`src/rtl/rf_pkg.sv`:
```
// Shared constants and types for the register-file writeback scheduler.
// wb_src_e names the requester slots used by the scheduler's valid/ready vectors.
package rf_pkg;

   localparam int XLEN       = 32;
   localparam int REG_AW     = 5;
   localparam int NUM_REGS   = 32;
   localparam int NUM_WB_SRC = 3;

   typedef enum logic [1:0] {
      WB_ALU = 2'd0,
      WB_LSU = 2'd1,
      WB_MDU = 2'd2
   } wb_src_e;

   // Round-robin successor of idx among n slots.
   function automatic int unsigned rr_next(input int unsigned idx, input int unsigned n);
      return (idx + 1 == n) ? 0 : idx + 1;
   endfunction

endpackage

```
`src/rtl/rf_wb_scheduler_rr_arbiter.sv`:
```
// Round-robin arbiter: one-hot grant to the first valid requester at or above ptr.
// ptr moves to just past the winner whenever advance_i is strobed.
module rr_arbiter
   import rf_pkg::*;
#(
   parameter int N = NUM_WB_SRC
) (
   input  logic         clk_i,
   input  logic         rst_ni,
   input  logic [N-1:0] valid_i,
   input  logic         advance_i,
   output logic [N-1:0] grant_o
);

   localparam int PW = $clog2(N);

   logic [PW-1:0] ptr_q, ptr_d;
   logic [PW-1:0] gidx;
   logic          found;
   int            idx;

   // NOTE: every output of a combinational block gets a default before any
   // conditional assignment; a path that leaves one unassigned infers a latch.
   always_comb begin
      grant_o = '0;
      gidx    = '0;
      found   = 1'b0;
      idx     = 0;
      for (int i = 0; i < N; i++) begin
         idx = (int'(ptr_q) + i) % N;
         if (!found && valid_i[idx]) begin
            found        = 1'b1;
            grant_o[idx] = 1'b1;
            gidx         = PW'(idx);
         end
      end
   end

   always_comb begin
      ptr_d = ptr_q;
      if (advance_i) begin
         ptr_d = PW'(rr_next(int'(gidx), N));
      end
   end

   // NOTE: state registers use non-blocking assignments so all flops sample
   // their inputs from the same pre-edge values.
   always_ff @(posedge clk_i or negedge rst_ni) begin
      if (!rst_ni) begin
         ptr_q <= '0;
      end else begin
         ptr_q <= ptr_d;
      end
   end

endmodule

```
`src/rtl/rf_wb_scheduler.sv`:
```
// Arbitrates ALU/LSU/MDU writebacks onto the single regfile write port through a
// one-cycle output stage, and tracks outstanding destinations for RAW stalls.
module rf_wb_scheduler
   import rf_pkg::*;
#(
   parameter int NUM_REQ = NUM_WB_SRC,
   parameter int XLEN    = rf_pkg::XLEN,
   parameter int REG_AW  = rf_pkg::REG_AW
) (
   input  logic                      i_clk,
   input  logic                      i_reset,
   input  logic [NUM_REQ-1:0]        i_req_valid,
   input  logic [NUM_REQ*REG_AW-1:0] i_req_addr,
   input  logic [NUM_REQ*XLEN-1:0]   i_req_data,
   output logic [NUM_REQ-1:0]        o_req_ready,
   output logic [REG_AW-1:0]         o_rd_addr,
   output logic [XLEN-1:0]           o_rd_data,
   output logic                      o_rd_wren,
   input  logic                      i_iss_valid,
   input  logic [REG_AW-1:0]         i_iss_rd,
   input  logic [REG_AW-1:0]         i_rs1_addr,
   input  logic [REG_AW-1:0]         i_rs2_addr,
   output logic                      o_rs1_busy,
   output logic                      o_rs2_busy,
   output logic [2**REG_AW-1:0]      o_pending
);

   localparam int NREGS = 2**REG_AW;

   logic [NUM_REQ-1:0] grant;
   logic               any_grant;
   logic [REG_AW-1:0]  sel_addr;
   logic [XLEN-1:0]    sel_data;

   logic [REG_AW-1:0]  rd_addr_q, rd_addr_d;
   logic [XLEN-1:0]    rd_data_q, rd_data_d;
   logic               rd_wren_q, rd_wren_d;
   logic [NREGS-1:1]   pending_q, pending_d;

   assign any_grant = |grant;

   rr_arbiter #(.N(NUM_REQ)) u_arb (
      .clk_i     (i_clk),
      .rst_ni    (i_reset),
      .valid_i   (i_req_valid),
      .advance_i (any_grant),
      .grant_o   (grant)
   );

   // Reset is asynchronous, so ready must also drop without waiting for ptr to clear.
   assign o_req_ready = grant & {NUM_REQ{i_reset}};

   always_comb begin
      sel_addr = '0;
      sel_data = '0;
      for (int k = 0; k < NUM_REQ; k++) begin
         if (grant[k]) begin
            sel_addr = i_req_addr[k*REG_AW +: REG_AW];
            sel_data = i_req_data[k*XLEN +: XLEN];
         end
      end
   end

   // Writes to x0 are accepted and captured but never raise wren.
   always_comb begin
      rd_addr_d = rd_addr_q;
      rd_data_d = rd_data_q;
      rd_wren_d = 1'b0;
      if (any_grant) begin
         rd_addr_d = sel_addr;
         rd_data_d = sel_data;
         rd_wren_d = (sel_addr != '0);
      end
   end

   // Clear first, then set, so a new producer issued on the retiring edge stays tracked.
   always_comb begin
      pending_d = pending_q;
      if (rd_wren_q) begin
         pending_d[rd_addr_q] = 1'b0;
      end
      if (i_iss_valid && (i_iss_rd != '0)) begin
         pending_d[i_iss_rd] = 1'b1;
      end
   end

   // NOTE: the scoreboard is a flop vector, not a RAM, so it is cleared by reset
   // along with the control state; the output data register is reset too so the
   // regfile port never presents X.
   always_ff @(posedge i_clk or negedge i_reset) begin
      if (!i_reset) begin
         rd_addr_q <= '0;
         rd_data_q <= '0;
         rd_wren_q <= 1'b0;
         pending_q <= '0;
      end else begin
         rd_addr_q <= rd_addr_d;
         rd_data_q <= rd_data_d;
         rd_wren_q <= rd_wren_d;
         pending_q <= pending_d;
      end
   end

   assign o_rd_addr  = rd_addr_q;
   assign o_rd_data  = rd_data_q;
   assign o_rd_wren  = rd_wren_q;
   assign o_pending  = {pending_q, 1'b0};
   assign o_rs1_busy = o_pending[i_rs1_addr];
   assign o_rs2_busy = o_pending[i_rs2_addr];

endmodule

```
`config.mk`:
```
export PLATFORM = sky130hd
export DESIGN_NAME = rf_wb_scheduler
export DESIGN_NICKNAME = d
export VERILOG_FILES = /design/src/rtl/rf_pkg.sv /design/src/rtl/rf_wb_scheduler_rr_arbiter.sv /design/src/rtl/rf_wb_scheduler.sv
export SDC_FILE = /design/constraint.sdc
export NUM_CORES = 1
export LEC_CHECK = 0
export CORE_MARGIN = 8
export CORE_UTILIZATION = 37
export DETAILED_ROUTE_END_ITERATION = 8
export PLACE_DENSITY_LB_ADDON = 0.2
export SETUP_SLACK_MARGIN = 0.5
export SLEW_MARGIN = 30
export SYNTH_ARGS = -nofsm -noshare
export SYNTH_HDL_FRONTEND = slang
export SYNTH_HIERARCHICAL = 1
export SYNTH_SLANG_ARGS = --single-unit
export TNS_END_PERCENT = 100
```
`constraint.sdc`:
```
create_clock -name i_clk -period 2.5 [get_ports i_clk]
set_input_delay 0.375 -clock i_clk [delete_from_list [all_inputs] [get_ports i_clk]]
set_output_delay 0.375 -clock i_clk [all_outputs]
set_load 0.05 [all_outputs]
```
==> results.md <==
- PwrDens: between 1500 and 2000 mW/mm2
- Post-Synth Adder-Cell Area: 0.0122
- Area after DPL: 0.00653 mm2
- Clk_skew: around 8.6 ps
- DR pass1 iterations: 4
- Clk Latency, worst-skew pair: roughly 350 ps
- Hold WC Path Type: primary input to asynchronous set/reset pin
- CTS H-Tree Depth: 3
- Worst path required time: roughly 2700 ps
- Largest net degree at the start of global routing: 34
- Cell Area, Synth: 0.00410 mm2
- CTS Buf Count: 9
- # nets final: between 800 and 900
- DR iter-0 viols: 250
- Cell area after layout: 0.00777 mm2
- Cell count after synthesis: about 440
- RSZ-0062 raised after global routing: yes
- Remaining DRCs: 0
- Cell row count: 38
- Sequential element share of the synthesized area: 0.433
- Number of global-route vias before repair: between 5000 and 6000
- Worst setup path category: flip-flop to flip-flop
- Avg WL per Cell: ~21 um
- Reg2reg setup slack: -170 ps
- Dominant synthesized flop cell: dfrtp_1
- Share of cells above drive strength 1: 0.268
- Least-Margin Pin Slew: around 560 ps
- Detailed Route WL: 17.9 mm
- Avg Synthesized Cell Area: ~9.4 um2
- Setup crit end kind: flip-flop
- Vias per std cell: around 5.7
- Dominant combinational cell family by area after synthesis: compound AO/OA/AOI/OAI gates
- Final Setup Violations: 38
- Tot GR Track Use: 0.236
- Antenna Diode Count: 0
- Mux cell area share after synthesis: 0.0830
- Die width: between 100 and 150 um
- Status: finished with violations
- Pleak: 3.21 nW
- Area grow syn2layout: 89.4%
- HPWL after DPL: between 10 and 15 mm
- Most frequent cells in the layout: clkdlybuf4s50_1 (163), o21ai_0 (63), dfrtp_1 (58)
- Port Buf Inserts: 205
- Number of antenna violations at the first check in global routing: 0
- Max Fclk: 374 MHz
- Commonest non-fill, non-tap cell in the layout: clkdlybuf4s50_1
- CP Launch Type: flip-flop
- Hold_ws: about 450 ps
- Hold Fails Final Rpt: 0
- CP Max Fanout: 7
- Core area: ~0.011 mm2
- Synth Area in Simple Gates: 0.137
- Routability cong.: between 0.8 and 0.9
- Post-synthesis xor/xnor area fraction: 0
- Clock Sinks: 71
- DIE AREA: ~0.015 mm2
- Overflow after GRT: 0
- Worst EP arrival: between 2000 and 3000 ps
- CTS Buffer Depth: 2
- Max_cap viols: 0
- Worst slew margin: 0.626
- Post-Syn Nets: about 570
- Post-route ant nets: 0
- Starting density of the core: 0.378
- Synth warnings: 6
- Root Buffer: clkbuf_8
- Share of flip-flops with an asynchronous set or reset: 1.00
- # IOs: between 200 and 250
- Peak supply drop: between 0.001 and 0.0015 V
- CTS tree: done
- Synth unique cells: about 50
- Synth Register Bits: 71
- Final period util: 1.07
- Dpl cells: 783
- Post-synth EDFFs: 0
- First-pass GRT wire length: roughly 28 mm
- Failing checks: setup timing
- Compound-Gate Fraction of Synth Area: 0.290
- Clk pin slew, worst setup/hold paths: 80 ps
- Final WS setup: -174 ps
- Chip height: 121 um
- Routed via count: about 4800
- Final min period: between 2000 and 3000 ps
- Finished Layout Cells: 838
- Final Max Slew Viols: 0
## state kept, by name, indices dropped and copies added, names as in the netlist
| signal | count |
|---|---|
| pending_q | 31 |
| o_rd_data | 32 |
| o_rd_wren | 1 |
| u_arb/ptr_q | 2 |
| o_rd_addr | 5 |
## cell families (layout without fill, tap and decap cells)
logic type,after synthesis,count (layout)
AOI/OAI and AO/OA,201,201
adders and majority gates,4,4
buffers and inverters,39,300
DFF,71,71
muxes,26,26
other,1,1
and+or+nand+nor,95,95
## worst max-delay path: stages, from the launching register on
cell,delay [ps]
dfrtp_2,440
ha_4,210
buf_4,150
nor3b_2,160
a32o_2,250
nand2_2,70
a41oi_2,110
buf_4,170
buf_6,120
nor3_4,220
clkinv_4,170
buf_12,170
buf_16,130
o22ai_4,130
a21oi_2,50
## metrics by stage
step                setup TNS (ps)   util  worst slack, ps  power, mW
floorplan                        0      -              190       7.19
global placement             -2490  0.602             -106       9.67
detailed placement           -4780  0.602             -164       9.82
CTS                           -247  0.687            -39.6       12.9
global route                 -8820  0.716             -300       14.4
finish                       -4060  0.716             -174       13.7
## worst paths after layout
check                      cells past startpoint           start       endpoint
min in group i_clk                             2   pending_q[19]  pending_q[19]
min                                            2         i_reset  pending_q[27]
max                                           14  u_arb/ptr_q[0]  o_rd_data[30]
min reg2reg                                    2   pending_q[19]  pending_q[19]
max in group asynchronous                      3         i_reset  pending_q[21]
max reg2reg                                   14  u_arb/ptr_q[0]  o_rd_data[30]
## synth_stat cells (2+ instances only)
library cell / instances / share of area
dfrtp_1: 71 / 0.43
o21ai_0: 64 / 0.078
o22ai_1: 64 / 0.098
a21oi_1: 39 / 0.048
mux2i_1: 19 / 0.046
nand2_1: 19 / 0.017
nand3b_1: 15 / 0.027
clkbuf_1: 14 / 0.013
buf_2: 13 / 0.016
nand3_1: 13 / 0.016
nor2_1: 11 / 0.010
nor2b_1: 11 / 0.017
inv_1: 7 / 0.0064
mux4_2: 6 / 0.033
nand2b_1: 6 / 0.0092
a21o_1: 5 / 0.0092
a22oi_1: 4 / 0.0073
a31oi_1: 4 / 0.0061
ha_1: 4 / 0.012
o211ai_1: 4 / 0.0073
a32o_1: 3 / 0.0073
and2_1: 3 / 0.0046
nand4_1: 3 / 0.0046
o221ai_1: 3 / 0.0064
or3b_2: 3 / 0.0064
a211oi_1: 2 / 0.0037
buf_6: 2 / 0.0055
o2111ai_1: 2 / 0.0043
## repair_timing
item | CTS | global route
setup endpoints to repair | 51 | 63
pin swaps | 10 | 13
hold buffers | 1 | 0
cloned | 5 | 0
hold endpoints to repair | 6 | 0
buffers inserted | 19 | 14
gates resized for setup | 77 | 54
## cell type report
class	instances	area, um2
flip-flops and latches	71	1790
well taps	140	175
fillers	810	3070
multi-input cells	327	2570
inverters	9	41.3
repair buffers	275	2910
clock buffers	11	141
clock inverters	5	129
## layer usage
metal  routed length (um)  GRT usage
met1                 6650      0.256
met2                 9190      0.423
met3                 1660     0.0838
met4                  374     0.0663
met5                    0          0
## power by group
group	total, mW	leakage [nW]	internal, mW	switching [mW]
sequential	2.43	0.792	1.79	0.633
clock	1.24	0.134	0.795	0.441
combinational	10.0	2.29	4.56	5.46
total	13.7	3.21	7.15	6.53
Power figures use the tool's default switching activity.
